==> config.mk <==
export PLATFORM = sky130hd
export DESIGN_NAME = if_fetch_unit
export DESIGN_NICKNAME = d
export VERILOG_FILES = /design/src/rtl/if_fetch_unit.sv
export SDC_FILE = /design/constraint.sdc
export NUM_CORES = 1
export LEC_CHECK = 0
export ABC_AREA = 0
export BUFFER_PORTS_ARGS = -buffer_cell sky130_fd_sc_hd__buf_2
export CORE_ASPECT_RATIO = 1.5
export CORE_MARGIN = 3
export CORE_UTILIZATION = 50
export CTS_CLUSTER_SIZE = 24
export DETAILED_ROUTE_END_ITERATION = 8
export GPL_TIMING_DRIVEN = 0
export PLACE_DENSITY = 0.85
export SYNTH_ARGS = -nofsm -noshare
export SYNTH_HDL_FRONTEND = slang
export SYNTH_SLANG_ARGS = --single-unit
==> constraint.sdc <==
create_clock -name clk_i -period 9.5 [get_ports clk_i]
set_input_delay 1.9 -clock clk_i [delete_from_list [all_inputs] [get_ports clk_i]]
set_output_delay 1.9 -clock clk_i [all_outputs]
set_load 0.1 [all_outputs]
==> src/rtl/if_fetch_unit.sv <==
// Instruction-fetch controller: owns the PC, runs the imem req/ack handshake and feeds the IF/ID register.
// Optional FETCH_SKID_EN adds a second slot behind the delivery slot so a short stall costs no bubble.
module if_fetch_unit #(
  parameter logic [31:0] RESET_PC = 32'h0000_0000
) (
  input  logic        clk_i,
  input  logic        rst_i,
  input  logic        stall_i,
  input  logic        redirect_i,
  input  logic [31:0] redirect_pc_i,
  output logic        imem_req_o,
  output logic [31:0] imem_addr_o,
  input  logic        imem_ack_i,
  input  logic [31:0] imem_rdata_i,
  output logic [31:0] pc_add4_o,
  output logic [31:0] instruction_o,
  output logic        hazard_IF_ID_o,
  output logic        flush_o
);

  typedef enum logic [1:0] {
    ST_FETCH   = 2'd0,
    ST_HOLD    = 2'd1,
    ST_DISCARD = 2'd2
  } state_t;

  state_t      r_state;
  state_t      w_state_nxt;
  logic [31:0] r_pc;
  logic [31:0] r_disc_addr;
  logic [31:0] w_pc_add4;
  logic        r_s1_vld;
  logic [31:0] r_s1_instr;
  logic [31:0] r_s1_pc4;
  logic        w_consume;
  logic        w_room;
  logic        w_req;
  logic        w_take;
  logic        w_enter_discard;

  assign w_pc_add4 = r_pc + 32'd4;
  assign w_consume = r_s1_vld && !stall_i && !redirect_i;

`ifdef FETCH_SKID_EN
  logic        r_s2_vld;
  logic [31:0] r_s2_instr;
  logic [31:0] r_s2_pc4;

  assign w_room = !(r_s1_vld && r_s2_vld) || w_consume;
`else
  assign w_room = !r_s1_vld || w_consume;
`endif

  always_comb begin
    w_state_nxt = r_state;
    w_req       = 1'b0;
    unique case (r_state)
      ST_FETCH: begin
        w_req = w_room;
        // A request already on the bus cannot be withdrawn, so a redirect must wait out its ack
        if (redirect_i)
          w_state_nxt = (w_req && !imem_ack_i) ? ST_DISCARD : ST_FETCH;
        else if (!w_room)
          w_state_nxt = ST_HOLD;
      end
      ST_HOLD: begin
        if (redirect_i || w_consume)
          w_state_nxt = ST_FETCH;
      end
      ST_DISCARD: begin
        w_req = 1'b1;
        if (imem_ack_i)
          w_state_nxt = ST_FETCH;
      end
      default: w_state_nxt = ST_FETCH;
    endcase
  end

  assign w_take          = (r_state == ST_FETCH) && w_req && imem_ack_i && !redirect_i;
  assign w_enter_discard = (r_state == ST_FETCH) && w_req && !imem_ack_i && redirect_i;

  always_ff @(posedge clk_i) begin
    if (rst_i) begin
      r_state <= ST_FETCH;
      r_pc    <= RESET_PC;
    end else begin
      r_state <= w_state_nxt;
      if (redirect_i)
        r_pc <= redirect_pc_i;
      else if (w_take)
        r_pc <= w_pc_add4;
    end
  end

  // Keeps the abandoned fetch address on the bus while the new PC is already loaded
  always_ff @(posedge clk_i) begin
    if (w_enter_discard)
      r_disc_addr <= r_pc;
  end

`ifdef FETCH_SKID_EN
  always_ff @(posedge clk_i) begin
    if (rst_i) begin
      r_s1_vld   <= 1'b0;
      r_s1_instr <= 32'd0;
      r_s1_pc4   <= 32'd0;
      r_s2_vld   <= 1'b0;
      r_s2_instr <= 32'd0;
      r_s2_pc4   <= 32'd0;
    end else if (redirect_i) begin
      r_s1_vld <= 1'b0;
      r_s2_vld <= 1'b0;
    end else if (w_consume) begin
      if (r_s2_vld) begin
        r_s1_instr <= r_s2_instr;
        r_s1_pc4   <= r_s2_pc4;
        if (w_take) begin
          r_s2_instr <= imem_rdata_i;
          r_s2_pc4   <= w_pc_add4;
        end else begin
          r_s2_vld <= 1'b0;
        end
      end else if (w_take) begin
        r_s1_instr <= imem_rdata_i;
        r_s1_pc4   <= w_pc_add4;
      end else begin
        r_s1_vld <= 1'b0;
      end
    end else if (w_take) begin
      if (r_s1_vld) begin
        r_s2_vld   <= 1'b1;
        r_s2_instr <= imem_rdata_i;
        r_s2_pc4   <= w_pc_add4;
      end else begin
        r_s1_vld   <= 1'b1;
        r_s1_instr <= imem_rdata_i;
        r_s1_pc4   <= w_pc_add4;
      end
    end
  end
`else
  always_ff @(posedge clk_i) begin
    if (rst_i) begin
      r_s1_vld   <= 1'b0;
      r_s1_instr <= 32'd0;
      r_s1_pc4   <= 32'd0;
    end else if (redirect_i) begin
      r_s1_vld <= 1'b0;
    end else if (w_take) begin
      r_s1_vld   <= 1'b1;
      r_s1_instr <= imem_rdata_i;
      r_s1_pc4   <= w_pc_add4;
    end else if (w_consume) begin
      r_s1_vld <= 1'b0;
    end
  end
`endif

  assign imem_req_o     = !rst_i && w_req;
  assign imem_addr_o    = (r_state == ST_DISCARD) ? r_disc_addr : r_pc;
  assign flush_o        = !rst_i && redirect_i;
  assign hazard_IF_ID_o = rst_i || (!redirect_i && (stall_i || !r_s1_vld));
  assign instruction_o  = r_s1_instr;
  assign pc_add4_o      = r_s1_pc4;

endmodule

==> results of run 1 <==
==> layer usage <==
layer  up-vias  global-route usage  wire (um)  share of wire
li1       2525                   -          -              -
met1      2461               0.297       6270           0.38
met2       249               0.432       8190           0.49
met3        59              0.0945       1480          0.089
met4         0               0.135        665          0.040
met5         -                   0          0              0
==> worst max-delay path: stages <==
cell	delay, ps
clkbuf_1	210
inv_1	170
clkbuf_1	460
buf_1	510
a21o_1	180
buf_2	430
==> Yosys cell counts (all sizes together) (4+ instances only) <==
cell / instances
inv: 6
a21oi: 46
buf: 16
clkbuf: 33
nor4: 5
mux2i: 8
edfxtp: 32
nand3: 13
mux2: 28
nor2: 64
and3: 6
nand4: 11
o22ai: 4
and2: 7
xnor2: 24
dfxtp: 99
o21ai: 11
a211oi: 36
a31oi: 5
nand2: 99
xor2: 18
nor3: 8
==> through the flow <==
step	worst slack [ps]	std cells	utilization	hold slack [ps]
CTS	3780	959	0.664	423
floorplan	3220	611	-	403
detailed placement	3780	927	0.611	407
finish	3730	959	0.664	425
global placement	1040	923	0.608	404
global route	3680	959	0.664	433
==> worst max-delay path by stage <==
stage / start / to / slack (ps) / depth (start not counted)
floorplan: redirect_i / imem_req_o / 3220 / 4
global placement: redirect_i / r_state[1] / 1040 / 4
detailed placement: redirect_i / hazard_IF_ID_o / 3780 / 6
CTS: redirect_i / hazard_IF_ID_o / 3780 / 6
global route: redirect_i / hazard_IF_ID_o / 3680 / 6
finish: redirect_i / hazard_IF_ID_o / 3730 / 6
==> power by group <==
group          total, mW  switching, mW  internal, mW
logic              0.368          0.295        0.0731
registers          0.628         0.0233         0.605
clock network      0.632          0.237         0.394
total               1.63          0.556          1.07
==> logic make-up (layout without fill, tap and decap cells) <==
kind of cell             Yosys count  after routing  synth area share
AO/OA/AOI/OAI                    117            117             0.129
XOR/XNOR                          42             42            0.0641
adder cells (fa/ha/maj)            1              1           0.00218
buffers and inverters             55            256            0.0381
flip-flops                       131            131             0.512
multiplexers                      36             36            0.0688
AND/OR/NAND/NOR                  229            229             0.185
==> sequential cells by signal, indices dropped and copies added, names as in the netlist <==
register       cells
r_s1_vld           1
pc_add4_o         32
instruction_o     32
r_pc              32
r_disc_addr       32
r_state            2
==> area by class of cell <==
cell class,count,area share
Timing Repair Buffer,169,0.117
Buffer,49,0.0266
Clock inverter,6,0.00560
Clock buffer,26,0.0736
Sequential cell,131,0.399
Tap cell,147,0.0249
Inverter,6,0.00305
Multi-Input combinational cell,425,0.351
==> summary.txt, run 1 <==
Clk slew on worst S/H paths: 50 ps
Final HPWL DP: 11,800 um
First-pass GRT wire length: 26,100 um
Dominant synthesized flop cell: dfxtp_1
Synth warn: 0
Clock Skews: 10.7 ps
Worst slew pin tran: 854 ps
Placement Cell Area: 6790 sq um
Drt wl/cell: 17.3 um
R2r startpoint: r_pc[2]
Site Rows: 47
Vias/cell: 5.52
CTS max path bufs: 2
Gr usage total: 0.262
Largest net degree at the start of global routing: 17
Sequential area share after synthesis: 0.512
Core region area: 11,100 sq um
Drt initial violations: 434
Starting Density: 0.517
WL final: 16,600 um
Yosys cell types: 46
Root Driver: clkbuf_16
Placer Congestion: 0.898
Most frequent cells in the layout: buf_2 (175), nand2_1 (99), dfxtp_1 (99)
Commonest non-fill, non-tap cell in the layout: buf_2
Hold Path Depth: 0
DR vias: 5,294
Fin Setup TNS: 0 ps
DR DRC count: 0
Pins over their slew limit: 0
Tmin final: 5770 ps
R2R Setup Slk: 6830 ps
Largest area contributor in the netlist: dfxtp_1
Ys async rst share: 0
Syn nets: 681
CP endpoint kind: output port
Total global routing overflow: 0
Die area: 12,800 sq um
Critical path type: in2out
Die Y: 137 um
Share of cells above drive strength 1: 0.303
Maximum clock frequency: 0.173 GHz
Worst-Skew Late Latency: 420 ps
CTS H-tree depth: 4
Crit path launch type: input pin
Vias in the first global route: 5,170
Initial antenna violation count: 0
Area of the multi-input gates: 2590 sq um
Power consumption: 1.63 mW
Pwr dens: 221 nW/um^2
CTS tree: built
Reg2reg path depth: 7
Ranking of synthesized cells by area: dfxtp_1 (35%), edfxtp_1 (17%), nand2_1 (6.5%)
Crit path required time: 7600 ps
Nets@finish: 869
Max-slew headroom at the worst pin: 0.426
Filler cell count: 891
FF/Latch Area: 2940 sq um
VDD IR max: 0.000141 V
Synth Cell Area: 5740 sq um
Max Fanout on Critical Path: 10
Die Width: 93.5 um
Worst Path Arrival: 3870 ps
Mapped Cells: 611
Hold endpoint: r_disc_addr[4]
Pleak: 3.00 nW
Post-CTS Hold Fix Bufs: 0
Port buffer count: 165
Clk sinks: 131
Diodes inserted: 0
First-pass iteration count of the detailed router: 5
Resized cells post-CTS: 0
Period utilization: 0.607
RSZ-0062 raised after global routing: false
Post-synth top area share: 0.345
Setup bufs post-CTS: 0
Final Hold Viols: 0
Finished Cell Area: 7380 sq um
Io pins: 168
P&R area growth vs syn: 28.5%
R2r endpoint: r_pc[18]
FF+latch count, synth: 131
Num CTS Buffers: 17
Final setup vio count: 0
HP Class: reg2reg
Max cap viols: 0
Status: complete, no violations
Post-synth EDFFs: 32
Hold path start: r_pc[4]
Routed Antenna Nets: 0
Mean Syn Cell Area: 9.40 sq um
Note: power is estimated with default switching activity, not from simulation.
==> inputs of run 2 (changes only) <==
--- a/config.mk
+++ b/config.mk
@@ -9,11 +9,11 @@
 export BUFFER_PORTS_ARGS = -buffer_cell sky130_fd_sc_hd__buf_2
 export CORE_ASPECT_RATIO = 1.5
 export CORE_MARGIN = 3
-export CORE_UTILIZATION = 50
+export CORE_UTILIZATION = 47
 export CTS_CLUSTER_SIZE = 24
 export DETAILED_ROUTE_END_ITERATION = 8
 export GPL_TIMING_DRIVEN = 0
-export PLACE_DENSITY = 0.85
+export PLACE_DENSITY = 0.83
 export SYNTH_ARGS = -nofsm -noshare
 export SYNTH_HDL_FRONTEND = slang
 export SYNTH_SLANG_ARGS = --single-unit
==> constraint.sdc (replaced) <==
create_clock -name clk_i -period 5 [get_ports clk_i]
set_input_delay 1 -clock clk_i [delete_from_list [all_inputs] [get_ports clk_i]]
set_output_delay 1 -clock clk_i [all_outputs]
set_load 0.1 [all_outputs]
==> summary.txt, run 2 (synthesis results as in run 1) <==
Root Driver: clkbuf_16
Gr usage total: 0.256 (-0.00603)
Starting Density: 0.490 (-0.0263)
Largest net degree at the start of global routing: 17 (unchanged)
Io pins: 168 (unchanged)
Placer Congestion: 0.874 (-2.7%)
Die Y: 141 um (+3.0%)
CP endpoint kind: output port
Initial antenna violation count: 0 (unchanged)
Max-slew headroom at the worst pin: 0.444 (+0.0181)
Clk sinks: 131 (unchanged)
RSZ-0062 raised after global routing: false
P&R area growth vs syn: 28.3%
Num CTS Buffers: 17 (unchanged)
Maximum clock frequency: 0.250 GHz
Share of cells above drive strength 1: 0.305 (+0.00161)
Worst Path Arrival: 3000 ps (-870 ps)
Vias/cell: 5.47 (-0.94%)
Nets@finish: 868 (-0.12%)
Pwr dens: 415 nW/um^2 (+88%)
Status: complete, no violations
Tmin final: 4000 ps
Placement Cell Area: 6810 sq um (+0.24%)
Die Width: 96.3 um (+2.9%)
CTS max path bufs: 2 (unchanged)
Drt wl/cell: 17.5 um (+1.2%)
Clock Skews: 5.44 ps (-5.29 ps)
Pins over their slew limit: 0 (unchanged)
Final WS setup: 1000 ps (-2730 ps)
First-pass iteration count of the detailed router: 5 (unchanged)
Drt initial violations: 413 (-4.8%)
Post-CTS Hold Fix Bufs: 0 (unchanged)
Routed Antenna Nets: 0 (unchanged)
Critical path type: in2out
Placed cells: 929 (+0.22%)
Vias in the first global route: 5,138 (-0.62%)
Period utilization: 0.799
Reg2reg path depth: 7 (unchanged)
Port buffer count: 165 (unchanged)
Final cell count without fillers: 961 (+0.21%)
Crit path required time: 4000 ps (-3600 ps)
DR vias: 5,255 (-0.74%)
Clk slew on worst S/H paths: 50 ps (about the same)
CTS tree: built
Hold Path Depth: 0 (unchanged)
Diodes inserted: 0 (unchanged)
CTS H-tree depth: 4 (unchanged)
Fin Setup TNS: 0 ps (unchanged)
Finished Cell Area: 7370 sq um (-0.14%)
Dpl ws: 1050 ps (-2740 ps)
First-pass GRT wire length: 26,700 um (+2.3%)
HP Class: reg2reg
Crit path launch type: input pin
Commonest non-fill, non-tap cell in the layout: buf_2
Die area: 13,600 sq um (+6.0%)
Core region area: 11,700 sq um (+5.4%)
Worst slew pin tran: 827 ps (-27.0 ps)
DR DRC count: 0 (unchanged)
Site Rows: 48 (+2.1%)
Most frequent cells in the layout: buf_2 (175), nand2_1 (99), dfxtp_1 (99)
Total global routing overflow: 0 (unchanged)
Final Hold Viols: 0 (unchanged)
Resized cells post-CTS: 0 (unchanged)
Max cap viols: 0 (unchanged)
Pleak: 3.01 nW (+0.18%)
Max Fanout on Critical Path: 10 (unchanged)
Setup bufs post-CTS: 0 (unchanged)
WL final: 16,800 um (+1.4%)
Final HPWL DP: 12,300 um (+4.3%)
Worst-Skew Late Latency: 420 ps (about the same)
Power consumption: 3.06 mW (+88%)
Worst hold slack: 427 ps (+2.11 ps)
VDD IR max: 0.000293 V (+110%)
Final setup vio count: 0 (unchanged)
Final core utilization: 0.629 (-0.0347)
## run 2: final cells by class
type / count / area (sq um)
Fill cell: 987 / 4340
Clock buffer: 24 / 513
Multi-Input combinational cell: 425 / 2600
Timing Repair Buffer: 168 / 863
Sequential cell: 131 / 2940
Clock inverter: 8 / 45.0
Buffer: 49 / 196
Inverter: 6 / 22.5
Tap cell: 150 / 188
## run 2: path summary, 6_finish.rpt
path / end / startpoint / slack [ps]
worst max-delay path: hazard_IF_ID_o / redirect_i / 1000
worst min-delay path: r_disc_addr[9] / r_pc[9] / 430
worst max register to register: r_pc[24] / r_pc[2] / 2360
worst min register to register: r_disc_addr[9] / r_pc[9] / 430
## run 2: per-layer routing
layer  GRT usage  share of wire
met3      0.0769          0.078
met2       0.428           0.50
met1       0.291           0.37
met4       0.127          0.045
met5           0              0
## run 2: report_power, final
group	internal (mW)	switching (mW)	leakage [nW]	total (mW)
clock network	0.713	0.450	0.286	1.16
registers	1.15	0.0440	1.12	1.19
logic	0.140	0.562	1.60	0.702
## run 2: worst max-delay path, stage by stage
cell      delay (ps)
clkbuf_1         220
inv_1            200
clkbuf_1         460
buf_1            500
a21o_1           180
buf_2            430
==> inputs of run 3 (changes only) <==
--- a/config.mk
+++ b/config.mk
@@ -9,11 +9,11 @@
 export BUFFER_PORTS_ARGS = -buffer_cell sky130_fd_sc_hd__buf_2
 export CORE_ASPECT_RATIO = 1.5
 export CORE_MARGIN = 3
-export CORE_UTILIZATION = 47
+export CORE_UTILIZATION = 50
 export CTS_CLUSTER_SIZE = 24
 export DETAILED_ROUTE_END_ITERATION = 8
 export GPL_TIMING_DRIVEN = 0
-export PLACE_DENSITY = 0.83
+export PLACE_DENSITY = 0.85
 export SYNTH_ARGS = -nofsm -noshare
 export SYNTH_HDL_FRONTEND = slang
 export SYNTH_SLANG_ARGS = --single-unit
==> constraint.sdc (replaced) <==
create_clock -name clk_i -period 4.1 [get_ports clk_i]
set_input_delay 0.82 -clock clk_i [delete_from_list [all_inputs] [get_ports clk_i]]
set_output_delay 0.82 -clock clk_i [all_outputs]
set_load 0.1 [all_outputs]
==> summary.txt, run 3 (synthesis results as in run 1) <==
Flop pwr share: 0.388 (-0.002)
Initial antenna violation count: 0 (unchanged)
R2r startpoint: r_pc[2]
Drt initial violations: 487 (+18%)
Critical-path top delay cell: buf_1
Period utilization: 0.896
Vias/cell: 5.62 (+2.7%)
Placer Congestion: 0.911 (+4.3%)
Pleak: 2.98 nW (-0.79%)
Worst-Skew Late Latency: 420 ps (about the same)
Finished Cell Area: 7370 sq um (about the same)
Vias in the first global route: 5,229 (+1.8%)
CTS max path bufs: 2 (unchanged)
First-pass GRT wire length: 26,400 um (-1.1%)
Placed cells: 925 (-0.43%)
Hold Path Depth: 0 (unchanged)
P&R area growth vs syn: 28.3% (about the same)
DR vias: 5,377 (+2.3%)
Root Driver: clkbuf_16
Die area: 12,800 sq um (-5.7%)
Die Width: 93.5 um (-2.9%)
CTS H-tree depth: 4 (unchanged)
Max cap viols: 0 (unchanged)
Max-slew headroom at the worst pin: 0.391 (-0.0527)
Diodes inserted: 0 (unchanged)
Clk slew on worst S/H paths: 60 ps (about the same)
Maximum clock frequency: 0.272 GHz
Clock share of power: 0.383 (+0.003)
Starting Density: 0.517 (+0.0263)
Worst Path Arrival: 2850 ps (-150 ps)
Num CTS Buffers: 17 (unchanged)
CP endpoint kind: output port
Crit path required time: 3280 ps (-720 ps)
Cell Int Power: 2.46 mW (+23%)
Crit path launch type: input pin
Clock Skews: 10.4 ps (+4.95 ps)
Post-CTS Hold Fix Bufs: 0 (unchanged)
Clk sinks: 131 (unchanged)
Psw: 1.29 mW (+23%)
Most frequent cells in the layout: buf_2 (175), nand2_1 (99), dfxtp_1 (99)
Io pins: 168 (unchanged)
Fin Setup TNS: 0 ps (unchanged)
DR DRC count: 0 (unchanged)
FF/Latch Area: 2940 sq um (unchanged)
Hold endpoint: r_disc_addr[16]
R2r endpoint: r_pc[24]
VDD IR max: 0.000339 V (+16%)
Port buffer count: 165 (unchanged)
Sw Ratio: 0.345 (-0.000660)
Filler cell count: 874 (-11%)
Pwr dens: 509 nW/um^2 (+23%)
Area of the multi-input gates: 2600 sq um (+0.19%)
WL final: 17,100 um (+1.3%)
Gr usage total: 0.267 (+0.0108)
Comb power frac: 0.228 (-0.002)
Total global routing overflow: 0 (unchanged)
Final setup vio count: 0 (unchanged)
Commonest non-fill, non-tap cell in the layout: buf_2
Final HPWL DP: 12,000 um (-2.3%)
CTS tree: built
First-pass iteration count of the detailed router: 5 (unchanged)
Worst path max stage delay: 520 ps (+20 ps)
Critical path type: in2out
Drt wl/cell: 17.8 um (+1.7%)
Reg2reg path depth: 7 (unchanged)
Placement Cell Area: 6820 sq um (about the same)
Pins over their slew limit: 0 (unchanged)
Most used cell, CP: clkbuf_1
Status: complete, no violations
Final cell count without fillers: 957 (-0.42%)
Share of cells above drive strength 1: 0.300 (-0.00456)
Routed Antenna Nets: 0 (unchanged)
Largest net degree at the start of global routing: 17 (unchanged)
RSZ-0062 raised after global routing: false
Hold path start: r_pc[16]
Die Y: 137 um (-2.9%)
Max Fanout on Critical Path: 10 (unchanged)
Tmin final: 3670 ps
Crit path cell chain: clkbuf_1, inv_1, clkbuf_1, buf_1, a21o_1, buf_2
Worst slew pin tran: 906 ps (+78.4 ps)
Core region area: 11,100 sq um (-5.1%)
Resized cells post-CTS: 0 (unchanged)
R2R Setup Slk: 1430 ps (-930 ps)
Nets@finish: 867 (-0.12%)
Site Rows: 47 (-2.1%)
Worst hold slack: 425 ps (-2.03 ps)
Final Hold Viols: 0 (unchanged)
HP Class: reg2reg
Setup bufs post-CTS: 0 (unchanged)
## run 3: cell types whose count changed in the layout (fill, tap and decap cells not counted), sizes merged
cell / change
clkinv: +2
clkbuf: -3
inv: -4
clkinvlp: +3
buf: -1
bufinv: +2
## run 3: final cells by class
type,instances,area share
inverters,6,0.00306
clock inverters,11,0.0154
multi-input cells,425,0.353
repair buffers,167,0.118
flip-flops and latches,131,0.399
plain buffers,49,0.0267
clock buffers,21,0.0598
well taps,147,0.0250
## run 3: worst max-delay path by stage
stage	from	end	slack, ps
floorplan	r_state[1]	imem_addr_o[13]	290
global placement	redirect_i	r_state[1]	-610
detailed placement	redirect_i	hazard_IF_ID_o	530
CTS	redirect_i	hazard_IF_ID_o	480
global route	redirect_i	hazard_IF_ID_o	400
finish	redirect_i	hazard_IF_ID_o	430
## run 3: per-stage QoR
stage	util	power (mW)	setup WS (ps)
floorplan	-	2.16	285
global placement	0.609	2.32	-611
detailed placement	0.613	2.33	527
CTS	0.663	3.75	484
global route	0.663	3.87	400
finish	0.663	3.75	426
## run 3: metal layers
metal	routed length (um)	part of all wire	GRT usage
met1	6240	0.37	0.296
met2	8530	0.50	0.452
met3	1460	0.086	0.0814
met4	820	0.048	0.149
met5	0	0	0
## run 3: critical path, delay by kind of cell
kind                   cells  cell delay (ps)
buffers and inverters      5             1840
AOI/OAI and AO/OA          1              180
## run 3: power groups by stage
stage	Sequential [mW]	Clock [mW]	Combinational (mW)
finish	1.46	1.44	0.858
global route	1.47	1.51	0.894
CTS	1.46	1.44	0.857
detailed placement	1.48	0	0.852
global placement	1.48	0	0.838
floorplan	1.72	0	0.440
